==> src/rtl/mpcache_pkg.sv <==
// Shared write-path types: word/address widths, receive FSM states, SRAM write bundle.
// No logic; imported by the input buffer and its FIFO wrapper.
package mpcache_pkg;

    localparam int DATA_WIDTH = 32;
    localparam int ADDR_WIDTH = 11;

    typedef enum logic {
        S_IDLE = 1'b0,
        S_RECV = 1'b1
    } rx_state_e;

    typedef struct packed {
        logic                  en;
        logic [ADDR_WIDTH-1:0] addr;
        logic [DATA_WIDTH-1:0] data;
    } sram_wr_t;

endpackage

==> src/rtl/sync_fifo.sv <==
// Generic synchronous FIFO with pointer-derived level/full/empty.
// Latency: push visible to pop the next cycle; pop data registered, valid 1 cycle after pop.
// Backpressure: none; a push while full (and not popping) is dropped, a pop while empty returns 0.
module sync_fifo #(
    parameter int WIDTH = 32,
    parameter int DEPTH = 64
) (
    input  logic                     clk,
    input  logic                     rst,
    input  logic                     push,
    input  logic [WIDTH-1:0]         push_dat,
    input  logic                     pop,
    output logic [WIDTH-1:0]         pop_dat,
    output logic                     full,
    output logic                     empty,
    output logic [$clog2(DEPTH):0]   level,
    output logic                     push_drop,
    output logic                     pop_drop
);

    localparam int AW = $clog2(DEPTH);

    logic [WIDTH-1:0] mem [DEPTH];
    logic [AW:0]      wr_ptr;
    logic [AW:0]      rd_ptr;
    logic             pop_ok;
    logic             push_ok;

    assign empty = (wr_ptr == rd_ptr);
    assign full  = (wr_ptr[AW] != rd_ptr[AW]) && (wr_ptr[AW-1:0] == rd_ptr[AW-1:0]);
    assign level = wr_ptr - rd_ptr;

    // A pop in the same cycle frees the slot a push into a full FIFO needs.
    assign pop_ok    = pop && !empty;
    assign push_ok   = push && (!full || pop_ok);
    assign push_drop = push && !push_ok;
    assign pop_drop  = pop && empty;

    always_ff @(posedge clk) begin
        if (rst) begin
            wr_ptr  <= '0;
            rd_ptr  <= '0;
            pop_dat <= '0;
        end else begin
            if (push_ok) wr_ptr <= wr_ptr + 1'b1;
            if (pop_ok)  rd_ptr <= rd_ptr + 1'b1;
            if (pop)     pop_dat <= pop_ok ? mem[rd_ptr[AW-1:0]] : '0;
        end
    end

    always_ff @(posedge clk) begin
        if (push_ok) mem[wr_ptr[AW-1:0]] <= push_dat;
    end

endmodule

==> src/rtl/input_wr_buf.sv <==
// Per-port write buffer: captures packet words, releases one per SRAM address pulse (INPUT_WR_BUF_PARITY_EN adds parity).
// Latency: SRAM write issued exactly 1 cycle after i_sram_addr_vld.
// Backpressure: none to the port; o_afull/o_full advise, overflowing words are lost and flagged sticky.
module input_wr_buf #(
    parameter int DATA_WIDTH = mpcache_pkg::DATA_WIDTH,
    parameter int ADDR_WIDTH = mpcache_pkg::ADDR_WIDTH,
    parameter int DEPTH      = 64,
    parameter int AFULL_TH   = 48
) (
    input  logic                    i_clk,
    input  logic                    i_rst,
    input  logic                    i_sop,
    input  logic                    i_wr_vld,
    input  logic [DATA_WIDTH-1:0]   i_wr_data,
    input  logic                    i_eop,
    input  logic [ADDR_WIDTH-1:0]   i_sram_addr,
    input  logic                    i_sram_addr_vld,
    output logic                    o_sram_wr_en,
    output logic [ADDR_WIDTH-1:0]   o_sram_wr_addr,
    output logic [DATA_WIDTH-1:0]   o_sram_wr_data,
    output logic                    o_afull,
    output logic                    o_full,
    output logic                    o_empty,
    output logic [$clog2(DEPTH):0]  o_level,
    output logic                    o_overflow,
    output logic                    o_underflow,
    output logic [15:0]             o_drop_cnt
`ifdef INPUT_WR_BUF_PARITY_EN
    ,
    output logic                    o_parity_err
`endif
);

    import mpcache_pkg::*;

    localparam int LW = $clog2(DEPTH) + 1;
`ifdef INPUT_WR_BUF_PARITY_EN
    localparam int EW = DATA_WIDTH + 1;
`else
    localparam int EW = DATA_WIDTH;
`endif

    rx_state_e       state;
    rx_state_e       state_nxt;
    logic            push;
    logic            drop;
    logic [EW-1:0]   push_dat;
    logic [EW-1:0]   rd_dat;
    logic [LW-1:0]   fifo_level;
    logic            push_drop;
    logic            pop_drop;
    logic            wr_en_q;
    logic [ADDR_WIDTH-1:0] wr_addr_q;
    sram_wr_t        sram_wr;

    always_comb begin
        state_nxt = state;
        push      = 1'b0;
        drop      = 1'b0;
        case (state)
            S_IDLE: begin
                if (i_sop) begin
                    push      = i_wr_vld;
                    state_nxt = (i_wr_vld && i_eop) ? S_IDLE : S_RECV;
                end else begin
                    drop = i_wr_vld;
                end
            end
            S_RECV: begin
                push = i_wr_vld;
                if (i_wr_vld && i_eop) state_nxt = S_IDLE;
            end
            default: state_nxt = S_IDLE;
        endcase
    end

`ifdef INPUT_WR_BUF_PARITY_EN
    assign push_dat = {^i_wr_data, i_wr_data};
`else
    assign push_dat = i_wr_data;
`endif

    sync_fifo #(
        .WIDTH (EW),
        .DEPTH (DEPTH)
    ) u_fifo (
        .clk       (i_clk),
        .rst       (i_rst),
        .push      (push),
        .push_dat  (push_dat),
        .pop       (i_sram_addr_vld),
        .pop_dat   (rd_dat),
        .full      (o_full),
        .empty     (o_empty),
        .level     (fifo_level),
        .push_drop (push_drop),
        .pop_drop  (pop_drop)
    );

    always_ff @(posedge i_clk) begin
        if (i_rst) begin
            state       <= S_IDLE;
            o_drop_cnt  <= '0;
            o_overflow  <= 1'b0;
            o_underflow <= 1'b0;
            wr_en_q     <= 1'b0;
            wr_addr_q   <= '0;
        end else begin
            state <= state_nxt;
            if (drop && (o_drop_cnt != 16'hFFFF)) o_drop_cnt <= o_drop_cnt + 16'd1;
            if (push_drop) o_overflow  <= 1'b1;
            if (pop_drop)  o_underflow <= 1'b1;
            wr_en_q   <= i_sram_addr_vld;
            wr_addr_q <= i_sram_addr;
        end
    end

    // Data is already registered inside the FIFO, so it lines up with en/addr.
    always_comb begin
        sram_wr      = '0;
        sram_wr.en   = wr_en_q;
        sram_wr.addr = wr_addr_q;
        sram_wr.data = rd_dat[DATA_WIDTH-1:0];
    end

    assign o_sram_wr_en   = sram_wr.en;
    assign o_sram_wr_addr = sram_wr.addr;
    assign o_sram_wr_data = sram_wr.data;
    assign o_level        = fifo_level;
    assign o_afull        = (fifo_level >= LW'(AFULL_TH));

`ifdef INPUT_WR_BUF_PARITY_EN
    // Even parity: stored bit plus data XOR to zero for an intact entry.
    assign o_parity_err = wr_en_q && (^rd_dat);
`endif

endmodule
==> config.mk <==
export PLATFORM = sky130hd
export DESIGN_NAME = input_wr_buf
export DESIGN_NICKNAME = d
export VERILOG_FILES = /design/src/rtl/mpcache_pkg.sv /design/src/rtl/sync_fifo.sv /design/src/rtl/input_wr_buf.sv
export SDC_FILE = /design/constraint.sdc
export NUM_CORES = 2
export LEC_CHECK = 0
export ABC_CLOCK_PERIOD_IN_PS = 3900
export BUFFER_PORTS_ARGS = -buffer_cell sky130_fd_sc_hd__buf_2
export CORE_UTILIZATION = 50
export CTS_CLUSTER_SIZE = 12
export DETAILED_ROUTE_END_ITERATION = 10
export GPL_TIMING_DRIVEN = 0
export PLACE_DENSITY = 0.68
export SYNTH_ARGS = -nofsm -noshare
export SYNTH_HDL_FRONTEND = slang
export SYNTH_HIERARCHICAL = 1
export SYNTH_SLANG_ARGS = --single-unit
export TNS_END_PERCENT = 100
==> constraint.sdc <==
create_clock -name i_clk -period 3.9 [get_ports i_clk]
set_input_delay 0.975 -clock i_clk [delete_from_list [all_inputs] [get_ports i_clk]]
set_output_delay 0.975 -clock i_clk [all_outputs]
set_load 0.01 [all_outputs]
Word level (Yosys, flattened, before mapping)
Memory sizes are Yosys's and may differ from the RTL's. A register that Yosys moved wholly into a read port is not among the register bits.
Index checks and enable logic that the tools add are counted.
Widths: inputs -> output; s select.
{ "totals": {"memories": 1, "reg_bits": 77, "wordCells": 43, "ram_bits": 2048} }
{ "op_classes": {"bitwise_logic": 1, "n_mux": 12, "n_eq_ne": 4, "n_reduce_logical": 11, "magnitude_cmp": 1, "n_addsub": 4} }
{ "memory_table": {"columns": ["name", "words", "word_bits", "read_ports", "rd_clocked_by_memory_dff", "wr", "line", "text"], "rows": [
  ["u_fifo.mem", 64, 32, 1, 1, 1, "sync_fifo.sv:23", "logic [WIDTH-1:0] mem [DEPTH];"]
]} }
{ "ops": {"columns": ["op", "n"], "rows": [
  ["$mux 32", 1],
  ["$add 16x1->16 const B", 1],
  ["$ne 16x16->1 const B", 1],
  ["$add 7x1->7 const B", 2],
  ["$mux 6", 2],
  ["$eq 7x7->1", 1],
  ["$ge 7x6->1 const B", 1],
  ["$logic_and 1x1->1", 7],
  ["$mux 1", 7],
  ["$sub 7x7->7", 1],
  ["$eq 6x6->1", 1],
  ["$pmux 1 s2", 2],
  ["$logic_not 1->1", 3],
  ["$logic_or 1x1->1", 1],
  ["$ne 1x1->1", 1],
  ["$not 1->1", 1]
]} }

Depth between registers and ports, before layout
{ "logic_depth": {"ltp_word": 7, "depth_mapped": 11, "mapped_depth_nobuf": 10} }

Hierarchy
The synthesis kept the hierarchy.
{ "by_module_without_submodules": {"columns": ["module", "area_per_inst_um2", "cells_each", "seq_area_each_um2", "instances"], "rows": [
  ["sync_fifo", 80891.3, 3777, 62540.0, 1],
  ["input_wr_buf", 1239.9, 131, 620.6, 1]
]} }

Worst setup path after synthesis
OpenSTA, ideal clock, no wires.
{ "synth_path": {"path_kind": "in2reg", "startpoint": "input i_sop", "endpoint": "memory u_fifo.mem[63][0], enable pin", "required_time_ns": 3.479, "path_slack_ns": 0.305, "t_arrival_ns": 3.173, "setup_time_ns": 0.421, "stages": 6, "cell_sequence": "nor2_1 -> nor2b_1 -> o41ai_2 -> nor2_1 -> nand2_1 -> nor2_1"} }
{ "synth_between": {"elab_chain_len": 5} }
{ "synth_lines": {"columns": ["item", "line", "text"], "rows": [
  ["from (decl)", "input_wr_buf.sv:12", "input logic i_sop,"],
  ["$mux 1", "input_wr_buf.sv:62", "if (i_sop) begin"],
  ["$pmux 1 s2", "input_wr_buf.sv:60", "case (state)"],
  ["via push", "input_wr_buf.sv:45", "logic push;"],
  ["$logic_and 1x1->1", "sync_fifo.sv:35", "assign push_ok = push && (!full || pop_ok);"],
  ["$mux 1", "sync_fifo.sv:52", "if (push_ok) mem[wr_ptr[AW-1:0]] <= push_dat;"],
  ["$mux 1 (not written as such)", "sync_fifo.sv:52", null],
  ["to (decl)", "sync_fifo.sv:23", null]
]} }
The timed path passes the listed nets, and every way through them passes these cells.

==> results_dict.tcl <==
set metrics [dict create \
    hold_path.class "in -> reg" \
    synth_ff_type "edfxtp_1" \
    ctsHoldBuffers 0 \
    cap_violations 0 \
    final_nets 4445 \
    grt_max_degree 65 \
    die_x_um 407 \
    cp_data_arrival_time_ns 4.87 \
    rsz0062_at_grt "true" \
    max_slew_margin_pct 6.04 \
    tightestPinTransition_ns 1.41 \
    gp_congestion 0.939 \
    area_growth_pct 15.1 \
    endpoint_kind "register" \
    routed_wl_um 268000 \
    ir_drop_uv 356 \
    seqCellArea_um2 63200 \
    crit_type "reg -> reg" \
    core.rowCount 148 \
    post_drt_wl_per_cell_um 39.9 \
    fmax_ghz 0.242 \
    synth_area_um2 82100 \
    ant_nets 0 \
    grt_pass1_vias 43569 \
    clk_latency_ns 0.85 \
    finalSetupViolations 163 \
    cp_cell_sequence "buf_4 -> buf_4 -> buf_4 -> buf_4 -> buf_2 -> nor2_1 -> a22oi_1 -> a211oi_1 -> a32o_1" \
    drive_gt1_share_pct 27.0 \
    clk_pin_slew_ns 0.06 \
    violations "negative setup slack" \
    critical_path_peak_fanout 10 \
    yosys_warnings 6 \
    synth_edf_count 2048 \
    power.density_nw_per_um2 511 \
    cts_htree_levels 4 \
    drc 0 \
    synthCells 3908 \
    synth.avg_cell_area_um2 21.0 \
    overflow 0 \
    final_core_utilization_pct 58.0 \
    place_hpwl_um 170000 \
    cp_data_required_time_ns 4.63 \
    antenna_found_initial 14 \
    seq_area_frac_synth_pct 76.9 \
    status "finished with violations" \
    vias 46091 \
    num_io_pins 121 \
    synth_fp_nets 3967 \
    core_um2 163000 \
    dr.first_iter.drc_count 8335 \
    dieArea_um2 166000 \
    critical_path.most_common_cell "buf_4" \
    grt_pass1_wl_um 359000 \
    fillCellCount 11596 \
    synth.distinct_cells 72 \
    crit_family "buffers and inverters" \
    max_stage_delay_ns 0.72 \
    maxSlewViolCount 0 \
    ys_ff_latch 2131 \
    dr.pass1.iters 8 \
    initial_core_util_pct 50.4 \
    cts_tree "yes" \
    skew_ns 0.0277 \
    track_usage_pct 31.9 \
    io_buffers 120 \
    cp-start-kind "register" \
    fin_crit_sh_pct 106 \
    die_y_um 407 \
    worst_hold_slack_ns 0.327 \
    power.leakage_nw 29.3 \
    hold_viol 0 \
    path_buf_inv 5 \
    cp_slowest_cell "a22oi_1" \
    synth-async-reset-ratio_pct 0 \
    worst_slack_ns -0.238 \
    finalCriticalPeriod_ns 4.14 \
    cts_buffers 207 \
    multi_input_area_um2 18100 \
    root_buffer "clkbuf_16" \
    cts_num_sinks 2131 \
    vias_per_cell 6.87 \
    clk_path_buf_depth 3 \
]
metal layers:
metal | global-route usage, % | vias up | wire length (um)
met5 | 0 | - | 78
met4 | 16.9 | 12 | 18100
met3 | 12.9 | 955 | 42500
met2 | 46.5 | 4072 | 116000
met1 | 41.2 | 23782 | 90700
li1 | - | 17270 | -
synthesized netlist by cell type, drive strengths merged, types with 35 or more instances:
cell       n  area (um^2)
clkbuf    53          200
nand2    115          434
a22oi     48          360
nor3      39          195
a211oi    48          360
dfxtp     83         1660
nor2b     45          282
nor2     154          583
mux4     456        10300
a21oi     53          265
edfxtp  2048        61500
mux2i    205         2050
nand3     35          175
buf      156         1110
o22ai     55          344
path summary, 6_finish.rpt:
check                      startpoint                              to  slack (ns)  depth (start not counted)
max reg2reg                  register  u_fifo/pop_dat[6]$_SDFFE_PP0P_       -0.24                          9
max                          register  u_fifo/pop_dat[6]$_SDFFE_PP0P_       -0.24                          9
min                             i_eop                state$_SDFF_PP0_        0.33                          2
min reg2reg  o_underflow$_SDFFE_PP0P_        o_underflow$_SDFFE_PP0P_        0.47                          2
report_power, final:
part	internal (mW)	switching [mW]	total, mW	leakage [nW]
clock network	10.3	8.18	18.5	2.93
logic	1.71	2.84	4.55	7.31
registers	25.2	0.0959	25.3	19.1
total	37.2	11.1	48.3	29.3
metrics by stage:
step / setup slack, ns / power, mW / setup TNS (ns) / area [um^2] / cells
2_1_floorplan: 0.305 / 28.2 / 0 / 82100 / 3908
3_3_place_gp: -2.95 / 30.0 / -5248.47 / 85500 / 6203
3_5_place_dp: -0.984 / 30.1 / -475.73 / 87700 / 6284
4_1_cts: 0.00773 / 48.3 / 0 / 94000 / 6640
5_1_grt: -0.185 / 49.3 / -6.27 / 94500 / 6699
6_report: -0.238 / 48.3 / -12.19 / 94600 / 6711
cell families (layout without fill, tap and decap cells):
group,after synthesis,count (layout),share of synthesized area [%]
simple gates,487,487,2.83
fa+ha+maj,10,10,0.161
flops,2131,2131,76.9
xor+xnor,16,16,0.171
buf+inv,230,845,1.70
compound gates,365,365,3.13
other cells,0,13,0
mux,669,669,15.1
area by class of cell:
| cell class | count | area share, % |
|---|---|---|
| clock inverters | 30 | 0.226 |
| well taps | 2175 | 2.88 |
| flip-flops and latches | 2131 | 66.8 |
| repair buffers | 269 | 3.20 |
| clock buffers | 316 | 6.19 |
| plain buffers | 209 | 1.43 |
| multi-input cells | 1547 | 19.2 |
| inverters | 21 | 0.0860 |
| diodes | 13 | 0.0344 |
layout by cell type, fill, tap and decap left out, drive strengths merged, types with 53 or more instances in the layout:
master  count
a21oi      53
buf       421
clkbuf    371
dfxtp      83
edfxtp   2048
mux2i     205
mux4      456
nand2     115
nor2      154
o22ai      55
sequential cells by signal, indices dropped and copies added (netlist names), named ones only:
signal,count
o_underflow,1
u_fifo/mem,2048
o_overflow,1
u_fifo/pop_dat,32
state,1
o_drop_cnt,16
o_sram_wr_addr,11
u_fifo/wr_ptr,7
u_fifo/rd_ptr,7
o_sram_wr_en,1
repair_timing:
action | in CTS | in global routing
setup buffers | 10 | 58
resized for setup | 27 | 12
endpoints found under the setup margin | 1372 | 506
pin swaps | 4 | 22
(Power assumes the default switching activity.)
